`src/rtl/lab_pkg.sv`:
```
// Shared lab definitions: switch-bank width, encoder FSM states and the
// highest-set-bit helper used by the switch priority encoder.
package lab_pkg;

    localparam int unsigned N_SW      = 16;
    localparam int unsigned SW_CODE_W = $clog2(N_SW);

    typedef enum logic {
        IDLE   = 1'b0,
        REPORT = 1'b1
    } enc_state_t;

    // Index of the highest set bit; 0 for an all-zero vector.
    function automatic logic [SW_CODE_W-1:0] msb_index(input logic [N_SW-1:0] v);
        logic [SW_CODE_W-1:0] idx;
        idx = '0;
        for (int i = 0; i < int'(N_SW); i++) begin
            if (v[i]) idx = SW_CODE_W'(i);
        end
        return idx;
    endfunction

endpackage

```
`src/rtl/sw_debounce.sv`:
```
// Two-flop synchroniser plus settle counter for a raw switch bank.
//   clk       system clock
//   rst       synchronous active-high reset
//   sw        raw asynchronous switch inputs
//   sw_prev   last synchronised vector seen (candidate settled value)
//   stable    sw_prev has been unchanged for DB_CYCLES clocks
// DB_CYCLES must be at least 1.
module sw_debounce
    import lab_pkg::*;
#(
    parameter int unsigned N_IN      = N_SW,
    parameter int unsigned DB_CYCLES = 4
) (
    input  logic            clk,
    input  logic            rst,
    input  logic [N_IN-1:0] sw,
    output logic [N_IN-1:0] sw_prev,
    output logic            stable
);

    localparam int unsigned CNT_W = $clog2(DB_CYCLES + 1);

    logic [N_IN-1:0]  sync1;
    logic [N_IN-1:0]  sw_s;
    logic [N_IN-1:0]  prev_n;
    logic [CNT_W-1:0] cnt;
    logic [CNT_W-1:0] cnt_n;

    // Restart the count on any change, otherwise count up and saturate.
    always_comb begin
        prev_n = sw_prev;
        cnt_n  = cnt;
        if (sw_s != sw_prev) begin
            prev_n = sw_s;
            cnt_n  = '0;
        end else if (cnt != CNT_W'(DB_CYCLES)) begin
            cnt_n = cnt + 1'b1;
        end
    end

    // stable is registered from the next count so it equals (cnt == DB_CYCLES).
    always_ff @(posedge clk) begin
        if (rst) begin
            sync1   <= '0;
            sw_s    <= '0;
            sw_prev <= '0;
            cnt     <= '0;
            stable  <= 1'b0;
        end else begin
            sync1   <= sw;
            sw_s    <= sync1;
            sw_prev <= prev_n;
            cnt     <= cnt_n;
            stable  <= (cnt_n == CNT_W'(DB_CYCLES));
        end
    end

endmodule

```
`src/rtl/sw_priority_encoder.sv`:
```
// Switch-bank priority encoder: debounces SW and registers the index of the
// highest set switch, announcing each new settled vector via evt/ack.
//   clk    system clock
//   rst    synchronous active-high reset
//   SW     raw asynchronous switch inputs
//   ack    consumer acknowledges the pending event
//   LED    index of the highest set bit of the accepted vector
//   valid  accepted vector is non-zero
//   evt    new accepted vector pending, held until ack
//   err    accepted vector has more than one bit set
// Optional feature macro: SW_ONEHOT_CHECK_EN (builds the multi-hot flag;
// otherwise err is constant 0).
module sw_priority_encoder
    import lab_pkg::*;
#(
    parameter int unsigned N_IN      = N_SW,
    parameter int unsigned CODE_W    = SW_CODE_W,
    parameter int unsigned DB_CYCLES = 4
) (
    input  logic              clk,
    input  logic              rst,
    input  logic [N_IN-1:0]   SW,
    input  logic              ack,
    output logic [CODE_W-1:0] LED,
    output logic              valid,
    output logic              evt,
    output logic              err
);

    logic [N_IN-1:0]   sw_prev;
    logic              stable;
    enc_state_t        state;
    enc_state_t        state_n;
    logic [N_IN-1:0]   sw_acc;
    logic [N_IN-1:0]   acc_n;
    logic [CODE_W-1:0] led_n;
    logic              valid_n;
    logic              evt_n;

    sw_debounce #(
        .N_IN      (N_IN),
        .DB_CYCLES (DB_CYCLES)
    ) u_debounce (
        .clk     (clk),
        .rst     (rst),
        .sw      (SW),
        .sw_prev (sw_prev),
        .stable  (stable)
    );

`ifdef SW_ONEHOT_CHECK_EN
    logic err_n;
    logic multi_hot;

    // Clearing the lowest set bit leaves something only if two or more were set.
    assign multi_hot = |(sw_prev & (sw_prev - N_IN'(1)));
`endif

    // Next-state and output-register values; outputs freeze while reporting.
    always_comb begin
        state_n = state;
        acc_n   = sw_acc;
        led_n   = LED;
        valid_n = valid;
        evt_n   = evt;
`ifdef SW_ONEHOT_CHECK_EN
        err_n   = err;
`endif
        case (state)
            IDLE: begin
                if (stable && (sw_prev != sw_acc)) begin
                    acc_n   = sw_prev;
                    led_n   = CODE_W'(msb_index(N_SW'(sw_prev)));
                    valid_n = |sw_prev;
                    evt_n   = 1'b1;
`ifdef SW_ONEHOT_CHECK_EN
                    err_n   = multi_hot;
`endif
                    state_n = REPORT;
                end
            end
            REPORT: begin
                if (ack) begin
                    evt_n   = 1'b0;
                    state_n = IDLE;
                end
            end
            default: state_n = IDLE;
        endcase
    end

    // State and output registers.
    always_ff @(posedge clk) begin
        if (rst) begin
            state  <= IDLE;
            sw_acc <= '0;
            LED    <= '0;
            valid  <= 1'b0;
            evt    <= 1'b0;
        end else begin
            state  <= state_n;
            sw_acc <= acc_n;
            LED    <= led_n;
            valid  <= valid_n;
            evt    <= evt_n;
        end
    end

`ifdef SW_ONEHOT_CHECK_EN
    always_ff @(posedge clk) begin
        if (rst) err <= 1'b0;
        else     err <= err_n;
    end
`else
    assign err = 1'b0;
`endif

endmodule

```
`config.mk`:
```
export PLATFORM = sky130hd
export DESIGN_NAME = sw_priority_encoder
export DESIGN_NICKNAME = d
export VERILOG_FILES = /design/src/rtl/lab_pkg.sv /design/src/rtl/sw_debounce.sv /design/src/rtl/sw_priority_encoder.sv
export SDC_FILE = /design/constraint.sdc
export NUM_CORES = 1
export LEC_CHECK = 0
export CAP_MARGIN = 0
export CORE_ASPECT_RATIO = 1.75
export CORE_MARGIN = 2
export CORE_UTILIZATION = 45
export CTS_BUF_LIST = sky130_fd_sc_hd__clkbuf_8 sky130_fd_sc_hd__clkbuf_16
export DETAILED_ROUTE_END_ITERATION = 10
export GPL_TIMING_DRIVEN = 0
export MAX_ROUTING_LAYER = met4
export PLACE_DENSITY = 0.64
export SYNTH_ARGS = -nofsm -noshare
export SYNTH_HDL_FRONTEND = slang
export SYNTH_SLANG_ARGS = --single-unit
```
`constraint.sdc`:
```
create_clock -name clk -period 4.8 [get_ports clk]
set_input_delay 0.48 -clock clk [delete_from_list [all_inputs] [get_ports clk]]
set_output_delay 0.48 -clock clk [all_outputs]
set_load 0.05 [all_outputs]
```
## Word-level counts from Yosys, hierarchy flattened

Index checks and enable logic that the tools add are counted.

| storage, ports and cells | value |
|---|---|
| logic and storage cells | 45 |
| register bits after elaboration | 75 |
| output and inout port bits | 7 |

| cells by class | value |
|---|---|
| muxes and demuxes | 23 |
| equal/unequal tests | 6 |
| reductions and logical operators | 4 |
| $add $sub $neg | 1 |
| bitwise gates (word level) | 1 |

Operators by type and width:

| kind | count |
|---|---|
| two-way mux 4 bit | 14 |
| != test 16 bit | 2 |
| OR reduction 16 bit | 1 |
| two-way mux 3 bit | 2 |
| two-way mux 1 bit | 5 |
| != test 2 bit, second input constant | 2 |
| case mux 1 bit (2 select lines) | 2 |
| AND reduction 2 bit | 2 |
| adder 3 x 1 -> 3 bit, second input constant | 1 |
| equality test 3 bit, second input constant | 1 |
| != test 3 bit, second input constant | 1 |
| logical AND 1 bit | 1 |
| NOT 1 bit | 1 |

## Longest topological paths before layout

| logic depth | value |
|---|---|
| depth in word-level cells | 15 |
| mapped depth | 8 |
| depth with buffers taken out | 6 |

## By module

From an unflattened synthesis, not the netlist that was laid out.

| second synthesis, totals | value |
|---|---|
| cell total of the unflattened synthesis | 294 |
| area total of the unflattened synthesis | 2929.1 µm² |

By module, submodules not included:

| module | cells each | instances | area each (µm²) |
|---|---|---|---|
| sw_debounce | 146 | 1 | 1672.9 |
| sw_priority_encoder | 148 | 1 | 1256.2 |

## Worst setup path after synthesis

Ideal clock, no wire load.

| timing path | value |
|---|---|
| path kind | register to register |
| start | register u_debounce.sw_prev[10] |
| end | register sw_acc[10] |
| setup slack | 3.274 ns |
| required time | 4.729 ns |
| data arrival time | 1.455 ns |
| cell stages (with the launch flop) | 9 |
| path buffers | 3 |
| cell sequence | dfxtp_1 buf_6 xor2_1 nor4_2 and4_1 buf_6 buf_12 o21ai_1 a21oi_2 |

| between the ends | value |
|---|---|
| longest elaborated chain between the ends | 3 |

Ends and longest elaborated chain:

| item | line | RTL |
|---|---|---|
| from (decl) | sw_debounce.sv:17 | `output logic [N_IN-1:0] sw_prev,` |
| from (signal assigned) | sw_debounce.sv:52 | `sw_prev <= prev_n;` |
| != test 16 bit | sw_priority_encoder.sv:71 | `if (stable && (sw_prev != sw_acc)) begin` |
| logical AND 1 bit | sw_priority_encoder.sv:71 |  |
| AND reduction 2 bit (no line) | - |  |
| to (signal assigned) | sw_priority_encoder.sv:102 | `sw_acc <= acc_n;` |
| to (decl) | sw_priority_encoder.sv:34 | `logic [N_IN-1:0] sw_acc;` |

Parallel ways exist; a longest one is shown, timed or not.
A chain may end at the register's enable or synchronous reset.

## Worst setup path in the final report

| timing path | value |
|---|---|
| start | register LED[3] |
| end | output port LED[3] |

RTL lines:

| item | line | RTL |
|---|---|---|
| from (decl) | sw_priority_encoder.sv:24 | `output logic [CODE_W-1:0] LED,` |
| from (signal assigned) | sw_priority_encoder.sv:103 | `LED <= led_n;` |

No word-level cell between the ends.

==> impl_results.md <==
* Status: complete, no violations
* CP Depth at 1
* CTS root buffer: clkbuf_16
* TritonCTS clock tree: yes
* Vias in the first global route at 1915
* Setup TNS at 0 ps
* Maximum vdd drop at 0.278 mV
* Core area at 0.00644 mm^2
* DRT Wirelength at 5.47 mm
* Maxcap violations at 0
* Number of buffers and inverters on the critical path at 1
* Hold crit path type: flip-flop to flip-flop
* Post-cts resize count at 0
* Gate Count Post-Synth at 296
* Clock sinks at 75
* Yosys Warn Count at 0
* Vias at 2035
* Post-route setup slack at 2830 ps
* Post-CTS setup buffers at 0
* Total gr overflow at 0
* Clock buffer count from CTS at 9
* DR DRC count at 0
* Fin. max-slew vios at 0
* First drt pass iteration count at 4
* Fin area at 0.00360 mm^2
* Final design utilization at 55.8%
* Sequential area share after synthesis at 50.5%
* Area growth, synth to finish at 21.1%
* Max stage delay cell, worst path: clkdlybuf4s50_1
* WL met1 at 2.13 mm
* Worst endpoint data arrival time at 1490 ps
* Pleak at 1.35 nW
* Cts hold-fix bufs at 0
* Post-synth top flop: dfxtp_1
* #FFs+latches synth at 75
* CP endpoint: LED[3]
* Hold_sp: u_debounce.sync1[6]
* Die X at 65.4 um
* Post-Syn Area per Cell at 10.0 um^2
* Routed vias/inst at 4.89
* Tightest Pin Transition at 731 ps
* Top post-synthesis cells by area: dfxtp_1 51%, nor2b_1 11%, xnor2_1 4.7%
* Io pins at 26
* Clk_lat worst skew at 330 ps
* Placer congestion estimate at 0.820
* HPWL Detailed at 4.09 mm
* Max-slew headroom at 51.3%
* Nets at 352
* Worst Path Max Fanout at 2
* Crit Path Class: flip-flop to primary output
* Post-Place Setup Slack at 2500 ps
* CTS HTree Levels at 3
* DRT iter0 DRCs at 147
* Global-route wire length before repair at 9.06 mm
* Pwr Density at 386 mW/mm^2
* WL met2 at 2.98 mm
* Antenna violations before repair at 0
* CTS Buffer Depth at 2
* Initial core utilization at 46.1%
* R2R depth at 6
* Final setup viols at 0
* Hold Fails Final Rpt at 0
* Synth area leader: dfxtp_1
* Clock slew seen by the registers of the worst setup and hold paths at 50 ps
* Wire length per cell at 13.1 um
* Syn nets at 317
* Largest net degree at the start of global routing at 12
* Diode count at 0
* IO buf count at 24
* Max Fclk at 507 MHz
* CP endpoint kind: primary output
* R2r startpoint: u_debounce.sw_prev[2]
* Top Layer Used: met4
* Layout cells sized above 1 at 12.9%
* Post-synth top area share at 50.5%
* Worst path max stage delay at 810 ps
* Final Critical Period at 1970 ps
* Fillers at 601
* R2R Setup Slk at 2970 ps
* Number of flops mapped to enable cells by yosys at 0
* Die Area at 0.00730 mm^2
* Most frequent cell after synthesis: dfxtp_1
* CP required at 4320 ps
* Routed met3 length at 192 um
* Gr usage total at 17.4%
* Row Count at 39
* Critical Path Start Type: flip-flop
* RSZ-0062 raised after global routing: no
* Worst-path cell chain: clkdlybuf4s50_1
* Placed cell area at 0.00331 mm^2
* Post-DRT Antenna Nets at 0
* Die Y at 112 um
* Mapped Area at 0.00297 mm^2
* Critical path origin: LED[3]
* Post-synth ARST share at 0%
* Period Utilization, post-route at 41.1%
* Cell family with most CP delay: buffers and inverters
* Worst r2r dst: sw_acc[12]
* Skew final at 5.97 ps
* Synth unique cells at 42
* Synth cell count leaders: 75 x dfxtp_1, 50 x nor2b_1, 18 x nand3_1, 16 x xnor2_1, 16 x xor2_1
-- how the worst min path moves through the flow --
stage                               end  cells past startpoint
global route        u_debounce.sw_s[12]                      1
global placement     u_debounce.sw_s[9]                      1
CTS                  u_debounce.sw_s[6]                      1
floorplan            u_debounce.sw_s[0]                      1
detailed placement   u_debounce.sw_s[6]                      1
finish               u_debounce.sw_s[6]                      1
-- registers in the layout, summed over array words and instances (netlist names) --
| name | cells |
|---|---|
| LED | 4 |
| u_debounce.cnt | 3 |
| evt | 1 |
| sw_acc | 16 |
| u_debounce.stable | 1 |
| valid | 1 |
| u_debounce.sw_s | 16 |
| u_debounce.sync1 | 16 |
| u_debounce.sw_prev | 16 |
| state | 1 |
-- cell families (layout without fill, tap and decap cells) --
group / after synthesis / after routing / synth area share (%)
AND/OR/NAND/NOR: 101 / 101 / 20.4
buffers and inverters: 29 / 67 / 5.56
XOR/XNOR: 32 / 32 / 9.43
other: 1 / 1 / 0.126
flip-flops: 75 / 75 / 50.5
AO/OA/AOI/OAI: 54 / 54 / 12.5
adder cells (fa/ha/maj): 2 / 2 / 0.842
multiplexers: 2 / 2 / 0.674
-- cell usage in the layout (no fill, tap or decap), types with 3 or more instances in the layout --
master,netlist,layout
a21oi_1,14,14
a21oi_2,10,10
buf_2,4,4
buf_6,4,4
clkbuf_1,9,9
clkbuf_16,0,9
clkdlybuf4s50_1,0,24
dfxtp_1,75,75
inv_1,8,9
nand2_1,4,4
nand3_1,18,18
nand4_1,4,4
nor2_1,10,10
nor2b_1,50,50
nor4_1,3,3
nor4_2,3,3
o21ai_0,7,7
o21ai_1,10,10
xnor2_1,16,16
xor2_1,16,16
-- per-stage QoR --
step / hold slack [ps] / cells / total power, mW
detailed placement: 422 / 402 / 0.767
floorplan: 414 / 296 / 0.732
global placement: 417 / 402 / 0.766
global route: 454 / 416 / 1.45
CTS: 434 / 416 / 1.41
finish: 432 / 416 / 1.39
-- cell type report --
cell class / instances / area (um^2) / area share [%]
multi-input combinational: 192 / 1310 / 36.3
timing repair buffer: 24 / 240 / 6.68
tap: 82 / 103 / 2.85
buffer: 21 / 135 / 3.76
sequential: 75 / 1500 / 41.7
inverter: 8 / 30.0 / 0.835
clock buffer: 10 / 239 / 6.64
clock inverter: 4 / 43.8 / 1.22
-- metal layers --
layer,vias to the layer above,global-route usage [%]
met4,0,9.58
met2,48,29.9
met1,913,17.3
met3,12,4.55
li1,1062,-
met5,-,-
-- where the power goes --
part	total, mW	switching, mW	internal (mW)	leakage, nW
Combinational	0.104	0.0533	0.0507	0.597
Sequential	0.649	0.00915	0.640	0.612
Clock	0.636	0.230	0.406	0.145
Total	1.39	0.292	1.10	1.35
No activity file was read; power rests on OpenSTA's default activity.
